[config.mk]
export PLATFORM = sky130hd
export DESIGN_NAME = alu_serial_core
export DESIGN_NICKNAME = d
export VERILOG_FILES = /design/src/rtl/alu_serial_core_pkg.sv /design/src/rtl/alu_serial_core_slice.sv /design/src/rtl/alu_serial_core.sv
export SDC_FILE = /design/constraint.sdc
export NUM_CORES = 1
export LEC_CHECK = 0
export CAP_MARGIN = 10
export CORE_MARGIN = 2
export CORE_UTILIZATION = 50
export CTS_BUF_LIST = sky130_fd_sc_hd__clkbuf_16
export CTS_CLUSTER_SIZE = 25
export DETAILED_ROUTE_END_ITERATION = 6
export PLACE_DENSITY = 0.84
export SLEW_MARGIN = 10
export SYNTH_ARGS = -nofsm -noshare
export SYNTH_HDL_FRONTEND = slang
export SYNTH_SLANG_ARGS = --single-unit
[constraint.sdc]
create_clock -name clk -period 1.6 [get_ports clk]
set_input_delay 0.32 -clock clk [delete_from_list [all_inputs] [get_ports clk]]
set_output_delay 0.32 -clock clk [all_outputs]
set_load 0.005 [all_outputs]
[src/rtl/alu_serial_core_pkg.sv]
// Shared op-codes, FSM state encodings and small helpers for the bit-serial ALU.
package alu_serial_core_pkg;

    localparam logic [2:0] ALU_OP_AND   = 3'b000;
    localparam logic [2:0] ALU_OP_OR    = 3'b001;
    localparam logic [2:0] ALU_OP_NAND  = 3'b010;
    localparam logic [2:0] ALU_OP_XOR   = 3'b011;
    localparam logic [2:0] ALU_OP_NOTA  = 3'b100;
    localparam logic [2:0] ALU_OP_ADD   = 3'b101;
    localparam logic [2:0] ALU_OP_SUB   = 3'b110;
    localparam logic [2:0] ALU_OP_PASSB = 3'b111;

    localparam logic [1:0] ST_IDLE = 2'b00;
    localparam logic [1:0] ST_BUSY = 2'b01;
    localparam logic [1:0] ST_DONE = 2'b10;

    function automatic logic is_arith(input logic [2:0] op);
        return (op == ALU_OP_ADD) || (op == ALU_OP_SUB);
    endfunction

endpackage

[src/rtl/alu_serial_core_slice.sv]
// Gate primitives and the 1-bit combinational ALU slice built from them.
module AND2 (
    input  logic a,
    input  logic b,
    output logic y
);
    assign y = a & b;
endmodule

module KATIO_OR2 (
    input  logic a,
    input  logic b,
    output logic y
);
    assign y = a | b;
endmodule

module NAND2 (
    input  logic a,
    input  logic b,
    output logic y
);
    assign y = ~(a & b);
endmodule

module EXOR2 (
    input  logic a,
    input  logic b,
    output logic y
);
    assign y = a ^ b;
endmodule

module NOT1 (
    input  logic a,
    output logic y
);
    assign y = ~a;
endmodule

module alu_bit_slice
    import alu_serial_core_pkg::*;
(
    input  logic       a,
    input  logic       b,
    input  logic       cin,
    input  logic [2:0] op,
    output logic       r,
    output logic       cout
);
    logic w_and;
    logic w_or;
    logic w_nand;
    logic w_axb;
    logic w_na;
    logic w_sum;
    logic w_cx;
    logic w_r;

    AND2      u_and  (.a(a),     .b(b),     .y(w_and));
    KATIO_OR2 u_or   (.a(a),     .b(b),     .y(w_or));
    NAND2     u_nand (.a(a),     .b(b),     .y(w_nand));
    EXOR2     u_xor  (.a(a),     .b(b),     .y(w_axb));
    NOT1      u_not  (.a(a),                .y(w_na));
    // Full adder: sum = a^b^cin, cout = ab | cin(a^b); SUB arrives with b pre-inverted.
    EXOR2     u_sum  (.a(w_axb), .b(cin),   .y(w_sum));
    AND2      u_cx   (.a(cin),   .b(w_axb), .y(w_cx));
    KATIO_OR2 u_co   (.a(w_and), .b(w_cx),  .y(cout));

    // Result bit select by op-code.
    always_comb begin
        w_r = 1'b0;
        case (op)
            ALU_OP_AND:   w_r = w_and;
            ALU_OP_OR:    w_r = w_or;
            ALU_OP_NAND:  w_r = w_nand;
            ALU_OP_XOR:   w_r = w_axb;
            ALU_OP_NOTA:  w_r = w_na;
            ALU_OP_ADD:   w_r = w_sum;
            ALU_OP_SUB:   w_r = w_sum;
            ALU_OP_PASSB: w_r = b;
            default:      w_r = 1'b0;
        endcase
    end

    assign r = w_r;

endmodule

[src/rtl/alu_serial_core.sv]
// Bit-serial ALU: one bit per clock LSB first, valid/ready on both sides.
// Optional flag outputs res_zero/res_carry are enabled by defining ALU_SERIAL_FLAGS_EN.
module alu_serial_core
    import alu_serial_core_pkg::*;
#(
    parameter int WIDTH = 8
) (
    input  logic             clk,
    input  logic             rst,
    input  logic             in_valid,
    output logic             in_ready,
    input  logic [2:0]       in_op,
    input  logic [WIDTH-1:0] in_a,
    input  logic [WIDTH-1:0] in_b,
    output logic             res_valid,
    input  logic             res_ready,
    output logic [WIDTH-1:0] res_data
`ifdef ALU_SERIAL_FLAGS_EN
    ,
    output logic             res_zero,
    output logic             res_carry
`endif
);
    localparam int CW = $clog2(WIDTH);

    logic [1:0]       r_state;
    logic [2:0]       r_op;
    logic [WIDTH-1:0] r_a;
    logic [WIDTH-1:0] r_b;
    logic [WIDTH-1:0] r_acc;
    logic             r_carry;
    logic [CW-1:0]    r_cnt;
    logic             r_in_ready;
    logic             r_res_valid;
    logic [WIDTH-1:0] r_res_data;
`ifdef ALU_SERIAL_FLAGS_EN
    logic             r_res_zero;
    logic             r_res_carry;
`endif

    logic w_r;
    logic w_cout;
    logic w_accept;

    assign w_accept = in_valid && r_in_ready;

    alu_bit_slice u_slice (
        .a    (r_a[0]),
        .b    (r_b[0]),
        .cin  (r_carry),
        .op   (r_op),
        .r    (w_r),
        .cout (w_cout)
    );

    // FSM, operand/result shifters, bit counter and handshake registers.
    always_ff @(posedge clk or posedge rst) begin
        if (rst) begin
            r_state     <= ST_IDLE;
            r_op        <= 3'b000;
            r_a         <= {WIDTH{1'b0}};
            r_b         <= {WIDTH{1'b0}};
            r_acc       <= {WIDTH{1'b0}};
            r_carry     <= 1'b0;
            r_cnt       <= {CW{1'b0}};
            r_in_ready  <= 1'b1;
            r_res_valid <= 1'b0;
            r_res_data  <= {WIDTH{1'b0}};
`ifdef ALU_SERIAL_FLAGS_EN
            r_res_zero  <= 1'b0;
            r_res_carry <= 1'b0;
`endif
        end else begin
            case (r_state)
                ST_IDLE: begin
                    if (w_accept) begin
                        r_op       <= in_op;
                        r_a        <= in_a;
                        r_b        <= (in_op == ALU_OP_SUB) ? ~in_b : in_b;
                        r_carry    <= (in_op == ALU_OP_SUB);
                        r_acc      <= {WIDTH{1'b0}};
                        r_cnt      <= {CW{1'b0}};
                        r_in_ready <= 1'b0;
                        r_state    <= ST_BUSY;
                    end
                end
                ST_BUSY: begin
                    r_acc <= {w_r, r_acc[WIDTH-1:1]};
                    r_a   <= r_a >> 1;
                    r_b   <= r_b >> 1;
                    if (is_arith(r_op)) begin
                        r_carry <= w_cout;
                    end
                    r_cnt <= r_cnt + {{(CW-1){1'b0}}, 1'b1};
                    if (r_cnt == CW'(WIDTH - 1)) begin
                        r_state <= ST_DONE;
                    end
                end
                ST_DONE: begin
                    // First DONE cycle publishes the finished result; later cycles wait for the consumer.
                    if (!r_res_valid) begin
                        r_res_valid <= 1'b1;
                        r_res_data  <= r_acc;
`ifdef ALU_SERIAL_FLAGS_EN
                        r_res_zero  <= (r_acc == {WIDTH{1'b0}});
                        r_res_carry <= is_arith(r_op) ? r_carry : 1'b0;
`endif
                    end else if (res_ready) begin
                        r_res_valid <= 1'b0;
                        r_in_ready  <= 1'b1;
                        r_state     <= ST_IDLE;
                    end
                end
                default: begin
                    r_state     <= ST_IDLE;
                    r_in_ready  <= 1'b1;
                    r_res_valid <= 1'b0;
                end
            endcase
        end
    end

    assign in_ready  = r_in_ready;
    assign res_valid = r_res_valid;
    assign res_data  = r_res_data;
`ifdef ALU_SERIAL_FLAGS_EN
    assign res_zero  = r_res_zero;
    assign res_carry = r_res_carry;
`endif

endmodule
* Word level (Yosys, flattened, before mapping)
Cells that the tools add are included.
** Operators by class
- $add $sub $neg :: 1
- Equal/unequal tests :: 16
- Bitwise gates (word level) :: 11
- Reduce and logical (&&, ||, !) cells :: 13
- Muxes and demuxes :: 25
** Operator list (number)
- $pmux W8 S2 :: 3
- $mux W8 :: 4
- $eq A3 B3 Y1 const B :: 6
- $ne A2 B2 Y1 const B :: 5
- $mux W2 :: 4
- $not A8 Y8 :: 1
- $reduce_and A4 Y1 :: 2
- $mux W1 :: 7
- $pmux W1 S7 :: 1
- $eq A3 B2 Y1 const B :: 2
- $pmux W2 S3 :: 1
- $pmux W3 S2 :: 1
- $reduce_and A2 Y1 :: 3
- $not A1 Y1 :: 4
- $pmux W1 S2 :: 2
- $reduce_or A2 Y1 :: 2
- $add A3 B1 Y3 const B :: 1
- $eq A3 B1 Y1 const B :: 1
- $logic_not A3 Y1 :: 1
- $mux W3 :: 1
- $pmux W1 S3 :: 1
- $reduce_and A3 Y1 :: 1
- $and A1 B1 Y1 :: 2
- $eq A2 B1 Y1 const B :: 1
- other kinds (7) :: 9
** Storage, ports and cells
- Output and inout bits :: 10
- Bits of input ports :: 23
- Register bits :: 43

* Longest topological paths before layout
Gate-level depths: netlist of the first run.
- Depth after elaboration :: 5
- Mapped depth :: 6
- Depth with buffers taken out :: 6

* Modules after synthesis
Synthesis of the first run repeated with hierarchy kept, for this count alone.
** Unflattened totals
- Cells, all modules :: 212
- Area total of the unflattened synthesis :: 2042.0 um^2
** Modules (own cells, without submodules)
- alu_serial_core :: instances 1, area an instance 1924.3 um^2, cells an instance 199
- alu_bit_slice :: instances 1, area an instance 67.6 um^2, cells an instance 5
- EXOR2 :: instances 2, area an instance 8.8 um^2, cells an instance 1
- AND2 :: instances 2, area an instance 6.3 um^2, cells an instance 1
- KATIO_OR2 :: instances 2, area an instance 6.3 um^2, cells an instance 1
- NAND2 :: instances 1, area an instance 3.8 um^2, cells an instance 1
- NOT1 :: instances 1, area an instance 3.8 um^2, cells an instance 1

* Worst setup path before layout of the first run
OpenSTA, ideal clock, no wires.
- Kind :: reg2reg
- Start :: register r_b[0]
- End :: register r_acc[7]
- Data required time :: 1.478 ns
- Path buffers :: 0
- Setup time :: 0.122 ns
- Slack :: 0.143 ns
- Stages on the path, launching flop included :: 6
- Arrival time :: 1.335 ns
- Cells stage by stage :: dfrtp_1 > inv_1 > fa_1 > o21a_1 > o21ai_0 > a32o_1
** On the way
- Word-level cells in the longest chain between the ends :: 4
** RTL lines
- from (decl) :: line alu_serial_core.sv:29 : logic [WIDTH-1:0] r_b;
- from (signal assigned) :: line alu_serial_core.sv:62 : r_b <= {WIDTH{1'b0}};
- from (signal assigned) :: line alu_serial_core.sv:79 : r_b <= (in_op == ALU_OP_SUB) ? ~in_b : in_b;
- from (signal assigned) :: line alu_serial_core.sv:90 : r_b <= r_b >> 1;
- $xor A1 B1 Y1 / $and A1 B1 Y1 (equally long branches) :: line alu_serial_core_slice.sv:31, alu_serial_core_slice.sv:7, alu_serial_core_slice.sv:23
- $xor A1 B1 Y1 / $not A1 Y1 (equally long branches) :: line alu_serial_core_slice.sv:31, alu_serial_core_slice.sv:23
- $pmux W1 S7 (*) :: line alu_serial_core_slice.sv:73 : case (op)
- $pmux W8 S2 (*) :: line alu_serial_core.sv:74 : case (r_state)
- to (signal assigned) :: line alu_serial_core.sv:63 : r_acc <= {WIDTH{1'b0}};
- to (signal assigned) :: line alu_serial_core.sv:81 : r_acc <= {WIDTH{1'b0}};
- to (signal assigned) :: line alu_serial_core.sv:88 : r_acc <= {w_r, r_acc[WIDTH-1:1]};
- to (decl) :: line alu_serial_core.sv:30 : logic [WIDTH-1:0] r_acc;
Every way passes the cells marked *; elsewhere a longest branch is shown, timed or not.
A chain may end at the register's enable or synchronous reset.

* Final worst setup path of the first run
- Start :: register r_res_valid (netlist: res_valid)
- End :: output res_valid
** RTL lines
- from (decl) :: line alu_serial_core.sv:34 : logic r_res_valid;
- from (signal assigned) :: line alu_serial_core.sv:67 : r_res_valid <= 1'b0;
- from (signal assigned) :: line alu_serial_core.sv:102 : r_res_valid <= 1'b1;
- from (signal assigned) :: line alu_serial_core.sv:109 : r_res_valid <= 1'b0;
- to (decl) :: line alu_serial_core.sv:15 : output logic res_valid,
No word-level cell between the ends.

==> key figures, run 1 <==
STA
  • RSZ-0062 raised after global routing: false
  • Max transition margin: 72.0%
  • Period utilization: 93.7%
  • Fin. Hold Viols: 0
  • WHS: 0.414 ns
  • F_max: 667 MHz
  • Worst Tran Pin Value: 0.420 ns
  • Fin. max-slew vios: 0
  • Finish-stage setup viols: 0
  • Post-route clock skew: 0.00259 ns
  • Min Clock Period, post-route: 1.50 ns

Global route
  • Grt total ovfl: 0
  • GRT Total Usage: 19.0%
  • Vias in the first global route: 1399
  • Pin count of the biggest net entering global routing: 44
  • Initial antenna violation count: 0
  • First-pass GRT wire length: 6.30 mm

Clocking
  • CTS HTree Levels: 2
  • CTS sink count: 43
  • # hold bufs at CTS: 0
  • TritonCTS Buffers: 5
  • Clk_lat worst skew: 0.28 ns
  • Clock buffer depth: 2
  • Clock transition at path regs: 0.06 ns
  • TritonCTS clock tree: done
  • Root Buffer: clkbuf_16

Finish
  • Area delta synth->final: 30.3%
  • Final Util: 66.6%
  • N_diodes: 0
  • Most frequent cells in the layout: 51 x nand2_1, 42 x dfrtp_1, 31 x clkdlybuf4s50_1
  • Share of layout cells above drive strength 1: 14.2%
  • Commonest non-fill, non-tap cell in the layout: nand2_1
  • Fill cells: 295
  • Area occupied by multi-input gates: 875 um^2
  • Nets: 266
  • Reg area: 0.00108 mm^2

Floorplanning
  • Site row count: 23
  • Die extent in x: 67.5 um
  • Die height: 67.5 um
  • Core area: 0.00394 mm^2
  • Die area: 0.00456 mm^2
  • Initial Utilization: 51.1%
  • I/O pin total: 33

Synthesis
  • Syn Area/Cell: 10.1 um^2
  • Syn nets: 227
  • Synth warnings: 0
  • Netlist Area Pre-Place: 0.00202 mm^2
  • Netlist cell types: 33
  • Asr flop ratio synth: 100%
  • Post-synth top flop: dfrtp_1
  • Post-synth EDFFs: 0
  • Post-Syn Instances: 199
  • #FFs+latches synth: 43
  • Share of the yosys chip area belonging to registers: 53.4%

Power and ir drop
  • Pwr Density: 1640 mW/mm^2
  • Pwr Total: 0.00430 W
  • Worst VDD drop: 0.927 mV
  • LEAKAGE: 1.22 nW

Setup path
  • Worst setup SP type: register
  • R2R Setup Slk: 0.12 ns
  • Slowest CP cell: clkdlybuf4s50_1
  • Worst R2R Start: r_state[0]$_DFFE_PP0P_
  • Crit path kind: register to output port
  • Crit path DAT: 1.18 ns
  • Critical Path Max Stage Delay: 0.51 ns
  • WP data required: 1.28 ns
  • Worst Path Max Fanout: 4
  • Crit. Startpoint: res_valid$_DFFE_PP0N_
  • CP Buf/Inv Count: 1
  • CP endpoint kind: output port
  • Critical-path cell list: clkdlybuf4s50_1
  • Cell family with the largest share of critical-path delay: buffers and inverters

Detailed routing
  • Via count: 1487
  • WL/cell: 13.3 um
  • Via/cell ratio: 5.15
  • Total wire length: 3.85 mm
  • Residual DRC count: 0
  • DRT antenna net count: 0
  • Initial DRC Count: 90
  • Drt pass-1 iters: 4

Placed design
  • HPWL Detailed: 2.55 mm
  • Global placer's final weighted congestion: 0.804
  • I/O Buffers: 32

Min path
  • Worst Hold Class: input pin to async pin

Job
  • Max Cap Viol: 0

Status
  • Status: complete, no violations
power breakdown:
group	total [W]	internal [W]	switching, W
Clock	0.00115	0.000735	0.000410
Sequential	0.00185	0.00152	0.000325
Combinational	0.00131	0.000706	0.000602
per-stage QoR:
stage	area, um^2	instances	TNS (ns)	worst slack [ns]
floorplan	2020	199	0	0.143
global placement	2440	280	-0.00956	-0.00956
detailed placement	2440	280	-0.0753	-0.0236
CTS	2620	289	0	0.0549
global route	2630	289	0	0.0147
finish	2630	289	0	0.101
logic make-up after synthesis:
family          synth area share [%]
compound gates                  11.7
xor+xnor                        3.91
fa+ha+maj                       3.48
buf+inv                         3.48
flops                           53.4
mux                             8.44
simple gates                    15.6
sequential cells by signal, summed over array words and instances (netlist names):
register / count
in_ready: 1
r_b: 8
r_op: 3
r_acc: 8
r_a: 8
r_cnt: 3
r_state: 2
res_valid: 1
r_carry: 1
res_data: 8
metal layers:
| layer | GRT usage, % | share of wire [%] | vias up |
|---|---|---|---|
| li1 | - | - | 749 |
| met1 | 24.7 | 45 | 697 |
| met2 | 30.1 | 50 | 34 |
| met3 | 5.17 | 3.5 | 7 |
| met4 | 7.40 | 1.3 | 0 |
| met5 | 0 | 0 | - |
path summary, 6_finish.rpt:
path                                            to  cells past startpoint
min                             r_a[4]$_DFFE_PP0P_                      3
max reg2reg                res_data[5]$_DFFE_PP0P_                      3
max in group asynchronous     in_ready$_DFFE_PP1P_                      3
min in group clk                r_b[6]$_DFFE_PP0P_                      2
max                                      res_valid                      1
min reg2reg                     r_b[6]$_DFFE_PP0P_                      2
synth_stat cells (4+ instances only):
library cell	n	area (um^2)
a31oi_1	6	37.5
buf_2	5	25.0
dfrtp_1	42	1050
ha_1	4	50.1
inv_1	5	18.8
mux2_2	8	90.1
mux2i_1	8	80.1
nand2_1	51	191
nor2_1	10	37.5
o21ai_0	19	95.1
o21ai_1	5	25.0
xnor2_1	7	61.3
cell type report:
type / count / area share, %
inverter: 5 / 0.715
timing repair buffer: 41 / 16.2
tap: 50 / 2.38
sequential: 43 / 41.0
clock inverter: 3 / 1.67
multi-input combinational: 142 / 33.3
clock buffer: 5 / 4.76
timing repair:
action,4_1_cts,5_1_grt
setup buffers,1,0
cloned,0,0
endpoints found under the setup margin,1,1
pin swaps,0,1
gates resized for setup,1,4
No activity file was read; power rests on OpenSTA's default activity.
==> inputs of run 2 (changes only) <==
Settings changed: CAP_MARGIN 10 to 40.
==> results of run 2 <==
Same layout as run 1: the final DEF is identical, and so are final timing and power.
==> inputs of run 3 (changes only) <==
Settings changed: CORE_UTILIZATION 50 to 30, PLACE_DENSITY 0.84 to 0.58.
==> run 3 against run 2 <==
Wire length rose by 0.96%. Clock power is essentially flat. Sequential power about the same. First-iteration DRC count rose by 12%. Highest routed layer unchanged. Combinational power rose by 20%. Worst setup slack got worse by 0.020 ns.
==> key figures, run 3 (synthesized netlist as in run 1, its figures left out) <==
Status
  • Status: complete, no violations (unchanged)

Finish
  • Reg area: 0.00108 mm^2 (unchanged)
  • Area occupied by multi-input gates: 868 um^2 (was 875 um^2)
  • Fill cells: 625 (was 295)
  • Share of layout cells above drive strength 1: 14.8% (was 14.2%)
  • Final Util: 42.0% (was 66.6%)
  • Area delta synth->final: 33.8% (was 30.3%)
  • N_diodes: 0 (unchanged)
  • Final Non-Filler Cells: 320 (was 289)
  • Most frequent cells in the layout: 51 x nand2_1, 42 x dfrtp_1, 31 x clkdlybuf4s50_1 (unchanged)
  • Commonest non-fill, non-tap cell in the layout: nand2_1 (unchanged)
  • Final instance area: 0.00270 mm^2 (was 0.00263 mm^2)
  • Nets: 270 (was 266)

Setup path
  • Worst R2R Start: r_a[0]$_DFFE_PP0P_ (was r_state[0]$_DFFE_PP0P_)
  • Crit path kind: register to register (was register to output port)
  • Worst R2R End: r_acc[7]$_DFFE_PP0P_ (was res_data[5]$_DFFE_PP0P_)
  • Worst Path Max Fanout: 3 (was 4)
  • Worst setup SP type: register (unchanged)
  • Cell family with the largest share of critical-path delay: adder cells (was buffers and inverters)
  • CP endpoint kind: register (was output port)
  • R2R cell count: 5 (was 3)
  • Slowest CP cell: fa_1 (was clkdlybuf4s50_1)
  • R2R Setup Slk: 0.08 ns (was 0.12 ns)
  • WP data required: 1.77 ns (was 1.28 ns)
  • Crit path DAT: 1.69 ns (was 1.18 ns)
  • CP Buf/Inv Count: 1 (unchanged)
  • Critical Path Max Stage Delay: 0.54 ns (was 0.51 ns)
  • Critical-path cell list: inv_2 -> fa_1 -> o21a_1 -> o21ai_1 -> a32o_1 (was clkdlybuf4s50_1)

Power and ir drop
  • Internal power: 0.00312 W (was 0.00296 W)
  • Worst VDD drop: 0.671 mV (was 0.927 mV)
  • LEAKAGE: 1.25 nW (was 1.22 nW)
  • Switch Pwr: 0.00147 W (was 0.00134 W)
  • Power share of the clock group: 25.3% (was 26.6%)
  • Pwr Total: 0.00459 W (was 0.00430 W)
  • Combinational power share: 34.3% (was 30.4%)
  • Sequential power share: 40.4% (was 43.0%)
  • Pwr Density: 1700 mW/mm^2 (was 1640 mW/mm^2)
  • Switching share of power: 32.0% (was 31.1%)

Global route
  • Pin count of the biggest net entering global routing: 44 (unchanged)
  • First-pass GRT wire length: 6.78 mm (was 6.30 mm)
  • Initial antenna violation count: 0 (unchanged)
  • Grt total ovfl: 0 (unchanged)
  • Vias in the first global route: 1496 (was 1399)
  • GRT Total Usage: 11.7% (was 19.0%)

Job
  • Max Cap Viol: 0 (unchanged)

Floorplanning
  • Site row count: 29 (was 23)
  • I/O pin total: 33 (unchanged)
  • Die extent in x: 86.0 um (was 67.5 um)
  • Die height: 86.0 um (was 67.5 um)
  • Initial Utilization: 31.4% (was 51.1%)
  • Die area: 0.00739 mm^2 (was 0.00456 mm^2)
  • Core area: 0.00642 mm^2 (was 0.00394 mm^2)

Clocking
  • Clock transition at path regs: 0.06 ns (about the same)
  • Clk_lat worst skew: 0.29 ns (was 0.28 ns)
  • # hold bufs at CTS: 0 (unchanged)
  • TritonCTS clock tree: done (unchanged)
  • Root Buffer: clkbuf_16 (unchanged)
  • Clock buffer depth: 2 (unchanged)
  • CTS HTree Levels: 2 (unchanged)
  • TritonCTS Buffers: 5 (unchanged)
  • CTS sink count: 43 (unchanged)

STA
  • Fin. max-slew vios: 0 (unchanged)
  • F_max: 658 MHz (was 667 MHz)
  • Fin. Hold Viols: 0 (unchanged)
  • Setup ws final: 0.0812 ns (was 0.101 ns)
  • Period utilization: 94.9% (was 93.7%)
  • Worst Tran Pin Value: 0.342 ns (was 0.420 ns)
  • Max transition margin: 77.1% (was 72.0%)
  • Finish-stage setup viols: 0 (unchanged)
  • RSZ-0062 raised after global routing: false (unchanged)
  • Min Clock Period, post-route: 1.52 ns (was 1.50 ns)
  • Post-route clock skew: 0.00293 ns (was 0.00259 ns)

Detailed routing
  • Total wire length: 3.89 mm (was 3.85 mm)
  • WL/cell: 12.1 um (was 13.3 um)
  • Via count: 1519 (was 1487)
  • Via/cell ratio: 4.75 (was 5.15)
  • Drt pass-1 iters: 4 (unchanged)
  • Initial DRC Count: 101 (was 90)
  • DRT antenna net count: 0 (unchanged)
  • Residual DRC count: 0 (unchanged)

Min path
  • Worst Hold Class: input pin to async pin (unchanged)

Placed design
  • Placed cell areas: 0.00251 mm^2 (was 0.00244 mm^2)
  • Global placer's final weighted congestion: 0.774 (was 0.804)
  • HPWL Detailed: 2.68 mm (was 2.55 mm)
  • Place WS: -0.0302 ns (was -0.0236 ns)
  • Placed Instances: 310 (was 280)
  • I/O Buffers: 32 (unchanged)
==> run 3: worst max-delay path by stage <==
| stage | start | endpoint | slack (ns) | cells past startpoint |
|---|---|---|---|---|
| finish | r_a[0]$_DFFE_PP0P_ | r_acc[7]$_DFFE_PP0P_ | 0.08 | 5 |
| global route | r_a[0]$_DFFE_PP0P_ | r_acc[7]$_DFFE_PP0P_ | 0.009 | 5 |
| CTS | r_a[0]$_DFFE_PP0P_ | r_acc[7]$_DFFE_PP0P_ | 0.06 | 5 |
| detailed placement | in_valid | r_b[3]$_DFFE_PP0P_ | -0.03 | 4 |
| global placement | in_valid | r_a[2]$_DFFE_PP0P_ | -0.003 | 5 |
| floorplan | r_b[0]$_DFFE_PP0P_ | r_acc[7]$_DFFE_PP0P_ | 0.14 | 5 |
==> run 3: timing repair <==
item,in CTS,in global routing
setup endpoints to repair,1,1
gates resized for setup,1,2
pin swaps,0,2
setup buffers,1,1
==> run 3: cell type report <==
cell class | instances | area share (%)
Clock buffer | 5 | 4.64
Tap cell | 77 | 3.57
Multi-Input combinational cell | 142 | 32.2
Timing Repair Buffer | 45 | 17.3
Sequential cell | 43 | 40.0
Clock inverter | 3 | 1.62
Inverter | 5 | 0.696
==> run 3: metrics by stage <==
step	setup TNS, ns	hold WS, ns
5_1_grt	0	0.426
2_1_floorplan	0	0.391
4_1_cts	0	0.407
6_report	0	0.402
3_5_place_dp	-0.0863	0.477
3_3_place_gp	-0.00295	0.469
==> run 3: worst reg2reg max path, cell delays in order, from the launching register on <==
cell and delay (ns):
dfrtp_1 0.37, inv_2 0.07, fa_1 0.54, o21a_1 0.12, o21ai_1 0.06, a32o_1 0.25
==> run 3: metal layers <==
| layer | track usage [%] | vias up | routed length [um] | share of wire [%] |
|---|---|---|---|---|
| met1 | 15.8 | 717 | 1920 | 49 |
| li1 | - | 764 | - | - |
| met2 | 18.0 | 34 | 1730 | 44 |
| met4 | 3.46 | 0 | 33 | 0.85 |
| met3 | 4.04 | 4 | 208 | 5.4 |
| met5 | 0 | - | 0 | 0 |
==> run 3: power by group through the flow <==
| stage | Sequential, W | Clock, W | Combinational [W] |
|---|---|---|---|
| 2_1_floorplan | 0.00180 | 0 | 0.00107 |
| 3_3_place_gp | 0.00185 | 0 | 0.00152 |
| 3_5_place_dp | 0.00187 | 0 | 0.00158 |
| 4_1_cts | 0.00185 | 0.00120 | 0.00158 |
| 5_1_grt | 0.00192 | 0.00125 | 0.00183 |
| 6_report | 0.00185 | 0.00116 | 0.00157 |
==> edit, RTL diff (config.mk and constraints of run 2) <==
Add a define of `ALU_SERIAL_FLAGS_EN`.
--- a/src/rtl/alu_serial_core.sv
+++ b/src/rtl/alu_serial_core.sv
@@ -2,2 +2,4 @@
 // Optional flag outputs res_zero/res_carry are enabled by defining ALU_SERIAL_FLAGS_EN.
+`define ALU_SERIAL_FLAGS_EN
+
 module alu_serial_core
Function (old outputs only; new: res_carry and res_zero): kept (equiv_simple and equiv_induct, registers matched by name and starting in step).
==> edit against run 2 <==
  * Power rose by 12%
  * Utilization rose by 1.3 points
  * Sequential cell count rose by 2
  * Via count rose by 13%
  * Final area rose by 4.9%
  * Setup slack got worse by 0.036 ns
  * Fmax fell by 2.4%
  * Area after synthesis rose by 6.0%
  * Final cell count rose by 6.6%
  * Sequential power rose by 7%
  * Combinational power rose by 29%
  * Routed wire length rose by 15%
  * Clock skew rose by 0.0038 ns
  * Largest cell class unchanged
==> edit: results <==
[timing]
final_hold_viol_count = 0
skew_ns = 0.00640
tightest_slew_ns = 0.532

[worst_setup_path]
worst_path_max_delay_cell = "clkdlybuf4s50_1"
path_delay_family = "buffers and inverters"
worstPathMaxFanout = 4
cp.arrival_ns = 1.22
critPathMaxStageDelay_ns = 0.52

[clocking]
cts_htree_levels = 2
clock_latency_ns = 0.28
clock_tree.root_cell = "clkbuf_16"
cts.path.max_buffers = 2
cts_buffers = 5
clk_pin_slew_ns = 0.06

[placement]
dpl.hpwl_um = 3140
preCtsSetupSlack_ns = -0.0641
gp_congestion = 0.774
io_buffers = 34

[global_routing]
antenna_found_initial = 0
grt_max_degree = 34
track_usage_pct = 20.3
grt_pass1_wl_um = 7830

[power_and_ir_drop]
p_leak_nw = 1.29
swShare_pct = 33.5
ir_drop_v = 0.00104

[finish]
nets = 285
antenna_cells = 0
drive_gt1_share_pct = 13.2

[hold_path]
min_path_type = "primary input to asynchronous set/reset pin"

[yosys]
ys_async_sr_fraction_pct = 100
synth_nets = 242
synth_common_cells = "56 x nand2_1, 44 x dfrtp_1, 21 x o21ai_0"
synth.distinct_cells = 35
synth_top_cells_by_area = "dfrtp_1 52%, nand2_1 9.8%, o21ai_0 4.9%"
synth_warnings = 0
ys.flop_type = "dfrtp_1"
yosysSeqAreaShare_pct = 52.8

[detailed_routing]
drt-initial-drc-count = 62
vias = 1674
firstDrtPassIters = 4
wire_per_inst_um = 14.4

[run_status]
status = "finished, final reports clean"
[edit: layout make-up]
class / instances / area [um2]
Clock inverter: 3 / 42.5
Timing Repair Buffer: 48 / 469
Sequential cell: 45 / 1130
Fill cell: 290 / 1300
Tap cell: 50 / 62.6
Multi-Input combinational cell: 151 / 906
Inverter: 6 / 22.5
Clock buffer: 5 / 125
[edit: metrics by stage]
stage          cells  utilization, %  setup TNS [ns]  total power [W]  instance area (um2)
2_1_floorplan    214               -               0          0.00303                 2140
5_1_grt          308            67.9               0          0.00515                 2760
3_3_place_gp     299            63.6          -0.217          0.00354                 2580
6_report         308            67.9               0          0.00482                 2760
4_1_cts          308            67.9               0          0.00483                 2760
3_5_place_dp     299            63.6          -0.648          0.00366                 2580
[edit: worst paths after layout]
| check | startpoint | endpoint | slack, ns | depth (start not counted) |
|---|---|---|---|---|
| worst max-delay path | res_valid$_DFFE_PP0N_ | res_valid | 0.06 | 1 |
| worst min-delay path | rst | res_data[2]$_DFFE_PP0P_ | 0.32 | 2 |
| worst max register to register | r_carry$_DFFE_PP0P_ | r_acc[7]$_DFFE_PP0P_ | 0.09 | 5 |
| worst min register to register | r_b[6]$_DFFE_PP0P_ | r_b[6]$_DFFE_PP0P_ | 0.48 | 2 |
| max in group asynchronous | rst | r_b[5]$_DFFE_PP0P_ | 0.82 | 3 |
| min in group clk | r_b[6]$_DFFE_PP0P_ | r_b[6]$_DFFE_PP0P_ | 0.48 | 2 |
[edit: what timing repair did]
action | CTS | global route
hold buffers | 0 | 0
setup endpoints to repair | 1 | 1
gates resized for setup | 1 | 2
buffers inserted | 1 | 0
pin swaps | 0 | 1
[edit: routing by layer]
| metal | track usage, % | wire, um | up-vias |
|---|---|---|---|
| li1 | - | - | 805 |
| met2 | 34.5 | 2300 | 40 |
| met4 | 8.28 | 115 | 0 |
| met1 | 25.9 | 1900 | 818 |
| met5 | 0 | 0 | - |
| met3 | 3.20 | 132 | 11 |
[edit: cell families after synthesis]
logic type	synth area share (%)
simple gates	16.0
flops	52.8
compound gates	11.4
buf+inv	4.86
mux	7.96
xor+xnor	3.69
fa+ha+maj	3.28
[edit: power groups by stage]
stage / Combinational [W] / Sequential (W) / Clock (W)
finish: 0.00169 / 0.00198 / 0.00115
global route: 0.00191 / 0.00204 / 0.00120
CTS: 0.00171 / 0.00197 / 0.00115
detailed placement: 0.00167 / 0.00199 / 0
global placement: 0.00159 / 0.00195 / 0
floorplan: 0.00113 / 0.00189 / 0
